<file path="config.mk">
export PLATFORM = sky130hd
export DESIGN_NAME = video_scanlines
export DESIGN_NICKNAME = d
export VERILOG_FILES = /design/src/rtl/video_pkg.sv /design/src/rtl/scanline_attenuate.sv /design/src/rtl/video_scanlines.sv
export SDC_FILE = /design/constraint.sdc
export NUM_CORES = 1
export LEC_CHECK = 0
export ABC_AREA = 1
export CORE_ASPECT_RATIO = 2
export CORE_MARGIN = 3
export CORE_UTILIZATION = 45
export DETAILED_ROUTE_END_ITERATION = 6
export PLACE_DENSITY = 0.69
export SLEW_MARGIN = 20
export SYNTH_ARGS = -nofsm -noshare
export SYNTH_HDL_FRONTEND = slang
export SYNTH_SLANG_ARGS = --single-unit
</file>
<file path="constraint.sdc">
create_clock -name clk -period 1.8 [get_ports clk]
set_input_delay 0.36 -clock clk [delete_from_list [all_inputs] [get_ports clk]]
set_output_delay 0.36 -clock clk [all_outputs]
set_load 0.01 [all_outputs]
</file>
<file path="src/rtl/video_pkg.sv">
// Shared types and constants for the video post-processing path.
// Latency: n/a (declarations only).
// Backpressure: n/a.
package video_pkg;

    typedef enum logic [1:0] {
        SCAN_OFF = 2'd0,
        SCAN_25  = 2'd1,
        SCAN_50  = 2'd2,
        SCAN_75  = 2'd3
    } scan_mode_t;

    localparam int LINE_CNT_W = 12;

endpackage

</file>
<file path="src/rtl/scanline_attenuate.sv">
// Per-channel colour attenuator: unsigned, truncating shifts.
// Latency: combinational.
// Backpressure: none.
module scanline_attenuate
    import video_pkg::*;
#(
    parameter int DW = 8
) (
    input  logic [DW-1:0] x,
    input  scan_mode_t    mode,
    output logic [DW-1:0] y
);

    always_comb begin
        y = x;
        case (mode)
            SCAN_25: y = x - (x >> 2);
            SCAN_50: y = x >> 1;
            SCAN_75: y = x >> 2;
            default: y = x;
        endcase
    end

endmodule

</file>
<file path="src/rtl/video_scanlines.sv">
// CRT scanline emulation: dims alternate active lines, keeps sync/blank aligned.
// Latency: 2 clocks for colour and control, no bubbles.
// Backpressure: none (streaming pixel path). Option: VIDEO_SCANLINE_FIELD_TOGGLE_EN.
module video_scanlines
    import video_pkg::*;
#(
    parameter int DW = 8
) (
    input  logic          clk,
    input  logic          reset,
    input  logic [1:0]    mode,
    input  logic [DW-1:0] r_in,
    input  logic [DW-1:0] g_in,
    input  logic [DW-1:0] b_in,
    input  logic          hs_in,
    input  logic          vs_in,
    input  logic          de_in,
    input  logic          hb_in,
    input  logic          vb_in,
    output logic [DW-1:0] r_out,
    output logic [DW-1:0] g_out,
    output logic [DW-1:0] b_out,
    output logic          hs_out,
    output logic          vs_out,
    output logic          de_out,
    output logic          hb_out,
    output logic          vb_out
);

    logic                  hs_prev_q, hs_prev_d;
    logic                  vs_prev_q, vs_prev_d;
    logic                  vb_prev_q, vb_prev_d;
    scan_mode_t            mode_q, mode_d;
    logic [LINE_CNT_W-1:0] line_cnt_q, line_cnt_d;
    logic                  tgt;

`ifdef VIDEO_SCANLINE_FIELD_TOGGLE_EN
    logic                  tgt_q, tgt_d;
    assign tgt = tgt_q;
`else
    assign tgt = 1'b1;
`endif

    // Stage 1
    logic [DW-1:0] s1_r_q, s1_r_d, s1_g_q, s1_g_d, s1_b_q, s1_b_d;
    logic          s1_hs_q, s1_hs_d, s1_vs_q, s1_vs_d, s1_de_q, s1_de_d;
    logic          s1_hb_q, s1_hb_d, s1_vb_q, s1_vb_d;
    logic          s1_dark_q, s1_dark_d;
    scan_mode_t    s1_mode_q, s1_mode_d;

    // Stage 2
    logic [DW-1:0] r_q, r_d, g_q, g_d, b_q, b_d;
    logic          hs_q, hs_d, vs_q, vs_d, de_q, de_d, hb_q, hb_d, vb_q, vb_d;

    logic          hs_rise, vs_rise, vb_fall, odd;
    scan_mode_t    att_mode;
    logic [DW-1:0] r_att, g_att, b_att;

    // The line counter's LSB is the parity; once saturated the parity freezes.
    assign odd      = line_cnt_q[0];
    assign att_mode = s1_dark_q ? s1_mode_q : SCAN_OFF;

    scanline_attenuate #(.DW(DW)) u_att_r (.x(s1_r_q), .mode(att_mode), .y(r_att));
    scanline_attenuate #(.DW(DW)) u_att_g (.x(s1_g_q), .mode(att_mode), .y(g_att));
    scanline_attenuate #(.DW(DW)) u_att_b (.x(s1_b_q), .mode(att_mode), .y(b_att));

    always_comb begin
        hs_rise   = hs_in & ~hs_prev_q;
        vs_rise   = vs_in & ~vs_prev_q;
        vb_fall   = ~vb_in & vb_prev_q;
        hs_prev_d = hs_in;
        vs_prev_d = vs_in;
        vb_prev_d = vb_in;

        mode_d = vs_rise ? scan_mode_t'(mode) : mode_q;
`ifdef VIDEO_SCANLINE_FIELD_TOGGLE_EN
        tgt_d  = vs_rise ? ~tgt_q : tgt_q;
`endif

        // A coincident blanking exit beats the hsync toggle: first active line is even.
        line_cnt_d = line_cnt_q;
        if (vb_fall) begin
            line_cnt_d = '0;
        end else if (hs_rise && !vb_in && line_cnt_q != '1) begin
            line_cnt_d = line_cnt_q + LINE_CNT_W'(1);
        end

        s1_r_d    = r_in;
        s1_g_d    = g_in;
        s1_b_d    = b_in;
        s1_hs_d   = hs_in;
        s1_vs_d   = vs_in;
        s1_de_d   = de_in;
        s1_hb_d   = hb_in;
        s1_vb_d   = vb_in;
        s1_dark_d = (mode_q != SCAN_OFF) && (odd == tgt) && de_in;
        s1_mode_d = mode_q;

        r_d  = s1_de_q ? r_att : '0;
        g_d  = s1_de_q ? g_att : '0;
        b_d  = s1_de_q ? b_att : '0;
        hs_d = s1_hs_q;
        vs_d = s1_vs_q;
        de_d = s1_de_q;
        hb_d = s1_hb_q;
        vb_d = s1_vb_q;
    end

    always_ff @(posedge clk) begin
        if (reset) begin
            hs_prev_q  <= 1'b0;
            vs_prev_q  <= 1'b0;
            vb_prev_q  <= 1'b0;
            mode_q     <= SCAN_OFF;
            line_cnt_q <= '0;
`ifdef VIDEO_SCANLINE_FIELD_TOGGLE_EN
            tgt_q      <= 1'b1;
`endif
            s1_r_q     <= '0;
            s1_g_q     <= '0;
            s1_b_q     <= '0;
            s1_hs_q    <= 1'b0;
            s1_vs_q    <= 1'b0;
            s1_de_q    <= 1'b0;
            s1_hb_q    <= 1'b0;
            s1_vb_q    <= 1'b0;
            s1_dark_q  <= 1'b0;
            s1_mode_q  <= SCAN_OFF;
            r_q        <= '0;
            g_q        <= '0;
            b_q        <= '0;
            hs_q       <= 1'b0;
            vs_q       <= 1'b0;
            de_q       <= 1'b0;
            hb_q       <= 1'b0;
            vb_q       <= 1'b0;
        end else begin
            hs_prev_q  <= hs_prev_d;
            vs_prev_q  <= vs_prev_d;
            vb_prev_q  <= vb_prev_d;
            mode_q     <= mode_d;
            line_cnt_q <= line_cnt_d;
`ifdef VIDEO_SCANLINE_FIELD_TOGGLE_EN
            tgt_q      <= tgt_d;
`endif
            s1_r_q     <= s1_r_d;
            s1_g_q     <= s1_g_d;
            s1_b_q     <= s1_b_d;
            s1_hs_q    <= s1_hs_d;
            s1_vs_q    <= s1_vs_d;
            s1_de_q    <= s1_de_d;
            s1_hb_q    <= s1_hb_d;
            s1_vb_q    <= s1_vb_d;
            s1_dark_q  <= s1_dark_d;
            s1_mode_q  <= s1_mode_d;
            r_q        <= r_d;
            g_q        <= g_d;
            b_q        <= b_d;
            hs_q       <= hs_d;
            vs_q       <= vs_d;
            de_q       <= de_d;
            hb_q       <= hb_d;
            vb_q       <= vb_d;
        end
    end

    assign r_out  = r_q;
    assign g_out  = g_q;
    assign b_out  = b_q;
    assign hs_out = hs_q;
    assign vs_out = vs_q;
    assign de_out = de_q;
    assign hb_out = hb_q;
    assign vb_out = vb_q;

endmodule
</file>
==> flow_summary_export.csv, run 1 <==
group,metric,value,unit
run_status,status,"complete, no violations",
floorplanning,io-pin-count,62,
critical_path,crit_family,"simple AND/OR/NAND/NOR gates",
timing,setup_violations,0,
clock_tree,cts.clk_slew.worst_paths,60,ps
cells_and_area,n_antenna_cell,0,
timing,finalCritPeriodShare,0.923,
power,p_total,4.21,mW
critical_path,cp-start-kind,"register",
critical_path,critical_path.n_buffers_inverters,1,
power,p_leak,2.21,nW
yosys,synth_warnings,0,
min_path,worstHoldPathType,"register to register",
min_path,worstHoldStart,"hb_d",
timing,hold_viol,0,
critical_path,worst_ep_arrival_time,1890,ps
cells_and_area,nets,666,
critical_path,slowest_stage,"dfxtp_1",
critical_path,crit_fanout,5,
yosys,netlist_area,3780,sq um
clock_tree,cts_tree,"done",
yosys,async_reset_ff_frac,0,
global_routing,grt_overflow,0,
yosys,synth_common_cells,"nand2_1, inv_1, dfxtp_1",
global_routing,track_usage,0.214,
cells_and_area,layout-drive-gt1-share,0.0942,
critical_path,r2r_end,"b_out[7]",
route,dr.first_iter.drc_count,234,
clock_tree,hold_buffers,0,
timing,worstMarginPinSlew,423,ps
power,power_density,858,nW/um^2
critical_path,critical_path_class,"register to register",
yosys,synth.most_common_cell,"nand2_1",
yosys,synthFlopType,"dfxtp_1",
critical_path,rrSetupSlack,140,ps
yosys,synth_fp_nets,590,
critical_path,reg2reg_from,"s1_b_q[6]",
yosys,postSynthCellCount,535,
route,drt_wl_total,9.55,mm
place,place.gp.congestion,0.964,
route,postRouteAntennaNets,0,
critical_path,path_common_cell,"nand2_1",
power,irDropWorstVdd,0.605,mV
yosys,yosysTopAreaCellShare,0.397,
floorplanning,die_width,70.8,um
min_path,hold_depth,2,
route,firstDrtPassIters,4,
cells_and_area,syn_to_final_growth,30.1,%
timing,finalCriticalPeriod,1660,ps
yosys,synth-edff-count,0,
clock_tree,clock-root-buffer,"clkbuf_16",
yosys,ys_seq_area_frac,0.397,
clock_tree,clock_latency,340,ps
route,via_per_inst,5.11,
floorplanning,rows,46,
critical_path,slowest_delay,390,ps
floorplanning,die_h,136,um
place,postPlaceCellArea,4560,sq um
clock_tree,postCtsResizedCells,0,
critical_path,r2r_cells,9,
clock_tree,htree_levels,3,
timing,rsz0062_at_grt,"no",
timing,slew_headroom,0.718,
cells_and_area,design_area,4910,sq um
clock_tree,cts_setup_buffers,0,
place,dp_hpwl,7.23,mm
yosys,synth.top_cells.by_area,"dfxtp_1, nand2_1, inv_1",
timing,final.setup_skew,4.34,ps
timing,setup_tns,0,ps
job,drv_cap,0,
floorplanning,initial_core_util,0.469,
yosys,ys_ff_latch,75,
global_routing,antenna_found_initial,0,
route,via_count,3635,
critical_path,path_cells,"inv_1, ha_1, nand2_1, nor2_1, nand2_1, nand3_1, nand2_1, a21oi_1, nor2_1",
cells_and_area,final_cells,712,
floorplanning,die_area,9600,sq um
min_path,min_to,"hb_out",
yosys,yosysTopAreaCell,"dfxtp_1",
global_routing,grt_first_pass_wirelength,16.5,mm
place,dp.cells,696,
critical_path,end_kind,"register",
critical_path,worstPathRequired,2030,ps
clock_tree,cts_buffer_depth,2,
timing,fmax,0.602,GHz
route,wl_per_cell,13.4,um
clock_tree,cts.sinks,75,
global_routing,grt_pass1_vias,3734,
floorplanning,core,8060,sq um
yosys,synth.distinct_cells,31,
yosys,synth.avg_cell_area,7.06,sq um
global_routing,grt_max_degree,36,
timing,slew_violations,0,
route,remaining_drc_errors,0,
place,io_buffers,61,
clock_tree,cts_buffers,9,
## worst reg2reg max path: stages, from the launching register on
cell	delay (ps)
dfxtp_1	390
inv_1	120
ha_1	370
nand2_1	90
nor2_1	110
nand2_1	90
nand3_1	70
nand2_1	90
a21oi_1	150
nor2_1	60
## how the worst max path moves through the flow
stage | from | to | slack, ps | cells past startpoint
finish | s1_b_q[6] | b_out[7] | 140 | 9
floorplan | s1_g_q[2] | g_out[6] | 300 | 10
CTS | s1_b_q[2] | b_out[6] | 90 | 10
detailed placement | vb_in | line_cnt_q[0] | 50 | 5
global route | s1_b_q[2] | b_out[6] | 1 | 10
global placement | vb_in | line_cnt_q[0] | 110 | 5
## cells in the final DEF, fill, tap and decap left out, types with 5 or more instances in the layout
master / n
nor2_1: 68
clkdlybuf4s50_1: 61
inv_2: 5
nand3_1: 36
o21ai_0: 20
ha_1: 18
dfxtp_1: 72
nand2_2: 5
nor3_1: 5
clkbuf_16: 9
o22ai_1: 7
inv_1: 90
o2111ai_1: 6
nand4_1: 6
a21oi_1: 33
or2_2: 7
nand2_1: 114
buf_4: 13
## routing by layer
layer	global-route usage	vias up	share of wire
li1	-	1853	-
met1	0.218	1668	0.37
met2	0.411	94	0.56
met3	0.0371	20	0.047
met4	0.0962	0	0.022
met5	0	-	0
## cell families (layout without fill, tap and decap cells)
group                      Yosys count  in the layout  synth area share
adders and majority gates           22             22            0.0788
buffers and inverters              105            186             0.111
AOI/OAI and AO/OA                   78             78             0.118
and+or+nand+nor                    250            250             0.284
DFF                                 75             75             0.397
xor gates and xnor gates             5              5            0.0116
## layout make-up
class | instances | area, sq um
tap | 96 | 120
timing repair buffer | 75 | 728
clock buffer | 9 | 225
clock inverter | 7 | 100
inverter | 95 | 357
sequential | 75 | 1510
multi-input combinational | 355 | 1880
fill | 773 | 3140
## flip-flops by register name (all words and copies together) (netlist names), 2 cells and up
register and cells:
mode_q 2, g_out 8, r_out 8, s1_b_q 8, s1_g_q 8, line_cnt_q 12, b_out 8, s1_mode_q 2
s1_r_q 8
## power by group
part,internal [mW],switching [mW]
Clock,1.22,0.715
Combinational,0.238,0.276
Sequential,1.72,0.0454
## through the flow
stage | setup WS (ps) | hold slack (ps) | util
4_1_cts | 91.6 | 407 | 0.607
3_3_place_gp | 111 | 391 | 0.566
6_report | 138 | 405 | 0.610
2_1_floorplan | 304 | 388 | -
3_5_place_dp | 49.5 | 399 | 0.566
5_1_grt | 1.06 | 433 | 0.610
(Power assumes the default switching activity.)
==> run 2: changes to the inputs <==
SLEW_MARGIN = unset   (was 20)
==> results of run 2 <==
The final DEF is identical to that of run 1; final timing and power are the same.
